## config.mk

```make
export PLATFORM = sky130hd
export DESIGN_NAME = control_sequencer
export DESIGN_NICKNAME = d
export VERILOG_FILES = /design/src/rtl/control_sequencer.sv
export SDC_FILE = /design/constraint.sdc
export NUM_CORES = 1
export LEC_CHECK = 0
export BUFFER_PORTS_ARGS = -buffer_cell sky130_fd_sc_hd__buf_4
export CAP_MARGIN = 20
export CELL_PAD_IN_SITES_DETAIL_PLACEMENT = 0
export CELL_PAD_IN_SITES_GLOBAL_PLACEMENT = 1
export CORE_AREA = 5 5 70 72
export CTS_CLUSTER_SIZE = 25
export DETAILED_ROUTE_END_ITERATION = 10
export DIE_AREA = 0 0 75 77
export HOLD_SLACK_MARGIN = 0.15
export PLACE_DENSITY = 0.8
export SLEW_MARGIN = 10
export SYNTH_ARGS = -nofsm -noshare
export SYNTH_HDL_FRONTEND = slang
export SYNTH_SLANG_ARGS = --single-unit
```

## constraint.sdc

```tcl
create_clock -name clk -period 2.2 [get_ports clk]
set_input_delay 0.55 -clock clk [delete_from_list [all_inputs] [get_ports clk]]
set_output_delay 0.55 -clock clk [all_outputs]
set_load 0.05 [all_outputs]
```

## src/rtl/control_sequencer.sv

```systemverilog
// Hardwired multi-cycle control unit: fetch / decode / execute T-step sequencer.
// Ports: clk, clr (async active-low), IR, mem_rdy in; datapath strobes, opcode, run out.
module control_sequencer #(
  parameter logic [4:0] OP_ADD = 5'b00011
) (
  input  logic        clk,
  input  logic        clr,
  input  logic [31:0] IR,
  input  logic        mem_rdy,
  output logic        PCout,
  output logic        ZHighout,
  output logic        ZLowout,
  output logic        MDRout,
  output logic        BAout,
  output logic        Cout,
  output logic        MARin,
  output logic        PCin,
  output logic        MDRin,
  output logic        IRin,
  output logic        Yin,
  output logic        ZHighin,
  output logic        ZLowin,
  output logic        HIin,
  output logic        LOin,
  output logic        Gra,
  output logic        Grb,
  output logic        Grc,
  output logic        Rin,
  output logic        Rout,
  output logic        IncPC,
  output logic        Read,
  output logic        Write,
  output logic [4:0]  opcode,
  output logic        run
);

  typedef enum logic [3:0] {
    T0, T1, T2, T3, T4, T5, T6, T7, HALT
  } state_t;

  state_t r_state;
  // Set after a T1 cycle without mem_rdy, so PCin fires only once per fetch.
  logic   r_t1_hold;

  logic [4:0] w_op;
  logic w_ld, w_ldi, w_st, w_alu, w_alui;
  logic w_md, w_mfhi, w_mflo, w_halt, w_addr;

  assign w_op   = IR[31:27];
  assign w_ld   = (w_op == 5'd0);
  assign w_ldi  = (w_op == 5'd1);
  assign w_st   = (w_op == 5'd2);
  assign w_alu  = (w_op >= 5'd3) && (w_op <= 5'd12);
  assign w_alui = (w_op >= 5'd13) && (w_op <= 5'd15);
  assign w_md   = (w_op == 5'd16) || (w_op == 5'd17);
  assign w_mfhi = (w_op == 5'd23);
  assign w_mflo = (w_op == 5'd24);
  assign w_halt = (w_op == 5'd26);
  assign w_addr = w_ld | w_ldi | w_st;

  always_ff @(posedge clk or negedge clr) begin
    if (!clr) begin
      r_state   <= T0;
      r_t1_hold <= 1'b0;
    end else begin
      r_t1_hold <= (r_state == T1) && !mem_rdy;
      case (r_state)
        T0: r_state <= T1;
        T1: if (mem_rdy) r_state <= T2;
        T2: begin
          if (w_addr | w_alu | w_alui | w_md | w_mfhi | w_mflo)
            r_state <= T3;
          else if (w_halt)
            r_state <= HALT;
          else
            r_state <= T0;
        end
        T3: r_state <= (w_mfhi | w_mflo) ? T0 : T4;
        T4: r_state <= T5;
        T5: r_state <= (w_ld | w_st | w_md) ? T6 : T0;
        T6: begin
          if (w_ld) begin
            if (mem_rdy) r_state <= T7;
          end else if (w_st) begin
            r_state <= T7;
          end else begin
            r_state <= T0;
          end
        end
        T7: begin
          if (w_ld || mem_rdy) r_state <= T0;
        end
        HALT: r_state <= HALT;
        default: r_state <= T0;
      endcase
    end
  end

  always_comb begin
    PCout = 1'b0; ZHighout = 1'b0; ZLowout = 1'b0;
    MDRout = 1'b0; BAout = 1'b0; Cout = 1'b0;
    MARin = 1'b0; PCin = 1'b0; MDRin = 1'b0;
    IRin = 1'b0; Yin = 1'b0; ZHighin = 1'b0;
    ZLowin = 1'b0; HIin = 1'b0; LOin = 1'b0;
    Gra = 1'b0; Grb = 1'b0; Grc = 1'b0;
    Rin = 1'b0; Rout = 1'b0; IncPC = 1'b0;
    Read = 1'b0; Write = 1'b0;
    opcode = 5'd0;
    run = 1'b0;
    // Gated by clr directly so strobes drop without waiting for a clock.
    if (clr) begin
      run = (r_state != HALT);
      case (r_state)
        T0: begin
          PCout = 1'b1; MARin = 1'b1;
          IncPC = 1'b1; ZLowin = 1'b1;
          opcode = OP_ADD;
        end
        T1: begin
          ZLowout = 1'b1;
          PCin = !r_t1_hold;
          Read = 1'b1; MDRin = 1'b1;
        end
        T2: begin
          MDRout = 1'b1; IRin = 1'b1;
        end
        T3: begin
          if (w_addr) begin
            Grb = 1'b1; BAout = 1'b1; Yin = 1'b1;
          end else if (w_alu | w_alui) begin
            Grb = 1'b1; Rout = 1'b1; Yin = 1'b1;
          end else if (w_md) begin
            Gra = 1'b1; Rout = 1'b1; Yin = 1'b1;
          end else if (w_mfhi) begin
            ZHighout = 1'b1; Gra = 1'b1; Rin = 1'b1;
          end else if (w_mflo) begin
            ZLowout = 1'b1; Gra = 1'b1; Rin = 1'b1;
          end
        end
        T4: begin
          if (w_addr) begin
            Cout = 1'b1; opcode = OP_ADD; ZLowin = 1'b1;
          end else if (w_alu) begin
            Grc = 1'b1; Rout = 1'b1;
            opcode = w_op; ZLowin = 1'b1;
          end else if (w_alui) begin
            Cout = 1'b1; opcode = w_op; ZLowin = 1'b1;
          end else if (w_md) begin
            Grb = 1'b1; Rout = 1'b1; opcode = w_op;
            ZHighin = 1'b1; ZLowin = 1'b1;
          end
        end
        T5: begin
          ZLowout = 1'b1;
          if (w_ld | w_st) MARin = 1'b1;
          else if (w_md) LOin = 1'b1;
          else begin
            Gra = 1'b1; Rin = 1'b1;
          end
        end
        T6: begin
          if (w_ld) begin
            Read = 1'b1; MDRin = 1'b1;
          end else if (w_st) begin
            Gra = 1'b1; Rout = 1'b1; MDRin = 1'b1;
          end else begin
            ZHighout = 1'b1; HIin = 1'b1;
          end
        end
        T7: begin
          if (w_ld) begin
            MDRout = 1'b1; Gra = 1'b1; Rin = 1'b1;
          end else begin
            Write = 1'b1;
          end
        end
        default: ;
      endcase
    end
  end

endmodule

```

Yosys cells after proc, flatten, opt, wreduce, memory -nomap -nowiden
Cells that the tools add are included.
{"block": "op_classes", "eq_ne": 19, "magnitude_cmp": 4, "n_reduce_logical": 11, "n_mux": 108, "n_bitwise": 11}
{"op": "$mux W1", "count": 81}
{"op": "$pmux W4 S9", "count": 1}
{"op": "$eq A5 B5 Y1 const B", "count": 5}
{"op": "$mux W5", "count": 5}
{"op": "$mux W4", "count": 6}
{"op": "$eq A4 B3 Y1 const B", "count": 4}
{"op": "$pmux W1 S2", "count": 8}
{"op": "$or A1 B1 Y1", "count": 11}
{"op": "$le A5 B4 Y1 const B", "count": 2}
{"op": "$pmux W5 S2", "count": 1}
{"op": "$mux W3", "count": 3}
{"op": "$eq A4 B2 Y1 const B", "count": 2}
{"op": "$pmux W1 S3", "count": 2}
{"op": "$eq A5 B1 Y1 const B", "count": 1}
{"op": "$eq A5 B2 Y1 const B", "count": 1}
{"op": "$ge A5 B2 Y1 const B", "count": 1}
{"op": "$ge A5 B4 Y1 const B", "count": 1}
{"op": "$logic_not A5 Y1", "count": 1}
{"op": "$eq A4 B1 Y1 const B", "count": 1}
{"op": "$eq A4 B4 Y1 const B", "count": 1}
{"op": "$logic_not A4 Y1", "count": 1}
{"op": "$ne A2 B2 Y1 const B", "count": 2}
{"op": "$ne A4 B4 Y1 const B", "count": 1}
{"op": "$pmux W1 S4", "count": 1}
{"op": "6 further kinds", "count": 10}
{"block": "totals", "in_bits": 35, "elab_cells": 155, "out_inout_bits": 29, "regBits": 5}

Logic depth before layout (Yosys ltp)
{"block": "depth", "ltp_word": 10, "depth_mapped": 7, "depth_no_buf": 5}

Worst setup path after synthesis
No wires, ideal clock.
{"block": "synth_path", "path_type": "input to output", "start": "input port IR[29]", "end": "output port Rin", "t_required_ns": 1.650, "stages": 6, "path_buffers": 1, "setup_slack_ns": -0.734, "arrival_ns": 2.384, "cell_sequence": "clkbuf_1 -> nor2_1 -> a31oi_1 -> o22ai_1 -> a21oi_1 -> nor3_1"}
{"block": "synth_via", "elab_chain_cells": 8}
{"item": "start: declaration", "line": "8", "source": "input logic [31:0] IR,"}
{"item": "parallel branches: the longest is 6 deep, another holds $ge A5 B2 Y1"}
{"item": "$pmux W1 S3 (*)", "line": "113", "source": "case (r_state)"}
{"item": "$mux W1 (*)", "line": "111", "source": "if (clr) begin"}
{"item": "end: declaration", "line": "28", "source": "output logic Rin,"}
Mark *: on every way between the ends.

Worst setup path in the final report
{"block": "layout_path", "start": "register r_state[1]", "end": "output port Rout"}
{"block": "layout_via", "elab_chain_cells": 3}
{"item": "start: declaration", "line": "41", "source": "state_t r_state;"}
{"item": "start signal: assignment", "line": "78", "source": "T3: r_state <= (w_mfhi | w_mflo) ? T0 : T4;"}
{"item": "start signal: assignment", "line": "80", "source": "T5: r_state <= (w_ld | w_st | w_md) ? T6 : T0;"}
{"item": "$eq A4 B3 Y1 / $eq A4 B2 Y1 (equally long branches)", "line": "113"}
{"item": "$pmux W1 S3 (*)", "line": "113"}
{"item": "$mux W1 (*)", "line": "111"}
{"item": "end: declaration", "line": "29", "source": "output logic Rout,"}
Mark *: on every way between the ends. The rest lies on a longest branch, timed or not.

==> flow_metrics.env <==
export IMPL_gp_congestion=0.811
export IMPL_grt_pass1_wl_microns=6940
export IMPL_routedWlPerCell_microns=14.5
export IMPL_p_total_mw=2.00
export IMPL_die_x_microns=75
export IMPL_status="finished with violations"
export IMPL_arrival_ns=1.86
export IMPL_start_util=0.250
export IMPL_synth_area_sq_um=1060
export IMPL_rows=24
export IMPL_tritoncts="done"
export IMPL_layout_setup_ws_ns=-0.210
export IMPL_startpoint_type="flop"
export IMPL_ys_async_sr_fraction=1.00
export IMPL_vias_per_cell=4.98
export IMPL_skew_ns=0.00481
export IMPL_path_clk_slew_ns=0.04
export IMPL_crit_required_ns=1.65
export IMPL_report_final_setup_viol=17
export IMPL_htree_levels=1
export IMPL_nets=281
export IMPL_grt_pass1_vias=1488
export IMPL_finalCritPeriodShare=1.10
export IMPL_syn_inst=155
export IMPL_final_core_util=0.549
export IMPL_syn_nets=190
export IMPL_cts_buffer_depth=2
export IMPL_p_leak_nw=1.01
export IMPL_clk_latency_ns=0.22
export IMPL_grt_max_degree=12
export IMPL_seq_area_frac_synth=0.118
export IMPL_drc=0
export IMPL_core_area_sq_um=4230
export IMPL_endpoint_kind="output pin"
export IMPL_pre_cts_ws_ns=-0.312
export IMPL_n_antenna_cell=0
export IMPL_drv_slew=0
export IMPL_tightest_slew_ns=0.370
export IMPL_clkSinkCount=5
export IMPL_fillCellCount=388
export IMPL_p_per_area_nw_per_um2=861
export IMPL_maxCapViolations=0
export IMPL_critical_path_peak_fanout=5
export IMPL_synth_flop_cell="dfrtp_1"
export IMPL_wirelength_microns=4300
export IMPL_critPathKind="flop to output pin"
export IMPL_clockRootBuffer="clkbuf_8"
export IMPL_first_iter_violations=58
export IMPL_grt_overflow_total=0
export IMPL_synth_distinct_cells=52
export IMPL_first_pass_iters=4
export IMPL_register_area_sq_um=130
export IMPL_rr_startpoint="r_state[3]"
export IMPL_finalHoldViolations=0
export IMPL_reg2reg_depth=7
export IMPL_syn_mean_instance_area_sq_um=6.82
export IMPL_multi_input_area_sq_um=1130
export IMPL_grt_util_all_layers=0.148
export IMPL_worstSetupEndpoint="Rout"
export IMPL_fmax_ghz=0.415
export IMPL_drive_above_1_share=0.694
export IMPL_cts_buffers=3
export IMPL_synth_edf_count=0
export IMPL_fin_crit_ns=2.41
export IMPL_antenna_found_initial=0
export IMPL_dp_hpwl_microns=3250
export IMPL_cp_startpoint="r_state[1]"
export IMPL_rsz0062_at_grt="yes"
export IMPL_relSlewSlack=0.750
export IMPL_r2r_setup_slack_ns=0.38
export IMPL_die_h_microns=77
export IMPL_violations="setup timing"
export IMPL_ant_nets=0
export IMPL_area_delta_synth_final_pct=120
export IMPL_yosys_register_bits=5
export IMPL_ios=64
export IMPL_hold_class="primary input to async pin"
export IMPL_synth_warnings=0
export IMPL_ir_worst_vdd_mv=0.398
export IMPL_portBuffers=36
export IMPL_fp_dieArea_sq_um=5780
export IMPL_r2r_end="r_state[2]"
export IMPL_dr_total_vias=1480
registers in the layout, indices dropped and copies added (netlist names):
signal,flops
r_state,4
r_t1_hold,1
per-layer routing:
layer,up-vias,routed length (microns),global-route usage
met5,-,0,0
met4,0,28,0.0160
met3,4,194,0.0275
met2,37,2150,0.241
met1,700,1920,0.207
li1,739,-,-
report_power, final:
part | total [mW] | switching, mW | internal, mW | leakage, nW
registers | 0.177 | 0.0489 | 0.128 | 0.0597
clock network | 0.166 | 0.0443 | 0.122 | 0.0255
logic | 1.66 | 0.925 | 0.734 | 0.928
total | 2.00 | 1.02 | 0.983 | 1.01
cell usage after synthesis (2+ instances only):
master | number | area, sq um
o21ai_0 | 3 | 15.0
o21a_1 | 3 | 22.5
nor3_1 | 8 | 40.0
nand3_1 | 2 | 10.0
buf_4 | 2 | 15.0
nand2b_1 | 3 | 18.8
buf_6 | 3 | 33.8
o22ai_1 | 3 | 18.8
a22oi_1 | 3 | 22.5
nor2_1 | 17 | 63.8
and2b_1 | 3 | 22.5
a21oi_1 | 11 | 55.1
and3_1 | 4 | 25.0
mux2i_1 | 2 | 20.0
inv_1 | 4 | 15.0
o32ai_1 | 2 | 17.5
and2_1 | 4 | 25.0
a211oi_1 | 3 | 22.5
or2_2 | 4 | 25.0
a31oi_1 | 4 | 25.0
and4b_1 | 2 | 20.0
nand2_1 | 20 | 75.1
clkbuf_1 | 4 | 15.0
buf_2 | 4 | 20.0
dfrtp_1 | 5 | 125
nor2b_1 | 6 | 37.5
logic make-up (layout without fill, tap and decap cells):
group / Yosys count / after routing / synth area share
buffers and inverters: 19 / 109 / 0.102
muxes: 2 / 2 / 0.0189
DFF: 5 / 5 / 0.118
AOI/OAI and AO/OA: 41 / 41 / 0.267
xor gates and xnor gates: 2 / 2 / 0.0166
and+or+nand+nor: 86 / 86 / 0.477
what timing repair did:
action,CTS,global route
setup endpoints to repair,26,25
gates resized for setup,47,46
hold buffers,1,0
setup buffers,8,5
pin swaps,16,22
hold endpoints to repair,1,0
cell usage in the layout (no fill, tap or decap), types with 2 or more instances in the layout:
cell | Yosys | layout
nand2_2 | 0 | 2
buf_4 | 2 | 63
nand2_4 | 0 | 2
nor2_1 | 17 | 8
nor2b_1 | 6 | 2
and3_4 | 0 | 3
a31oi_1 | 4 | 2
inv_1 | 4 | 3
buf_6 | 3 | 26
o21ai_2 | 1 | 2
o22ai_2 | 0 | 2
mux2i_1 | 2 | 2
nor3_4 | 1 | 6
a21oi_1 | 11 | 4
nor2_4 | 0 | 7
nor2b_4 | 0 | 2
dfrtp_2 | 0 | 4
nand2b_1 | 3 | 3
nor2_2 | 1 | 3
nor2b_2 | 0 | 2
and2_4 | 0 | 2
a31oi_2 | 0 | 2
a21oi_4 | 0 | 3
buf_8 | 0 | 11
or2_4 | 1 | 4
o21ai_0 | 3 | 2
a21oi_2 | 0 | 4
o21a_1 | 3 | 2
and2b_1 | 3 | 3
nand2_1 | 20 | 16
and2_1 | 4 | 2
a211oi_1 | 3 | 3
clkbuf_8 | 0 | 3
nor3_2 | 0 | 2
a22oi_1 | 3 | 3
how the worst min path moves through the flow:
stage               start         end  slack (ns)  cells past startpoint
CTS                   clr  r_state[3]        0.31                      2
detailed placement    clr   r_t1_hold        0.36                      1
finish                clr  r_state[3]        0.34                      2
floorplan             clr  r_state[0]        0.25                      0
global route          clr  r_state[1]        0.35                      2
global placement      clr   r_t1_hold        0.36                      1
per-stage QoR:
stage	cells	setup TNS (ns)	cell area [sq um]	hold slack, ns
after floorplan	155	-1.44	1220	0.254
after global placement	282	-2.82	1860	0.363
after detailed placement	282	-3.01	1860	0.364
after CTS	295	-1.48	2140	0.312
after global routing	297	-2.41	2330	0.347
final	297	-1.48	2330	0.338
critical path: stages (launching register included):
cell	delay (ns)
dfrtp_2	0.43
nor4b_4	0.41
a21oi_1	0.12
o22a_1	0.20
o22ai_2	0.14
and3_4	0.20
buf_8	0.14
area by class of cell:
class	instances	area share
inverter	4	0.00646
clock inverter	1	0.00215
timing repair buffer	101	0.405
multi-input combinational	131	0.485
clock buffer	3	0.0178
tap	52	0.0280
sequential	5	0.0559
Power figures use the tool's default switching activity.
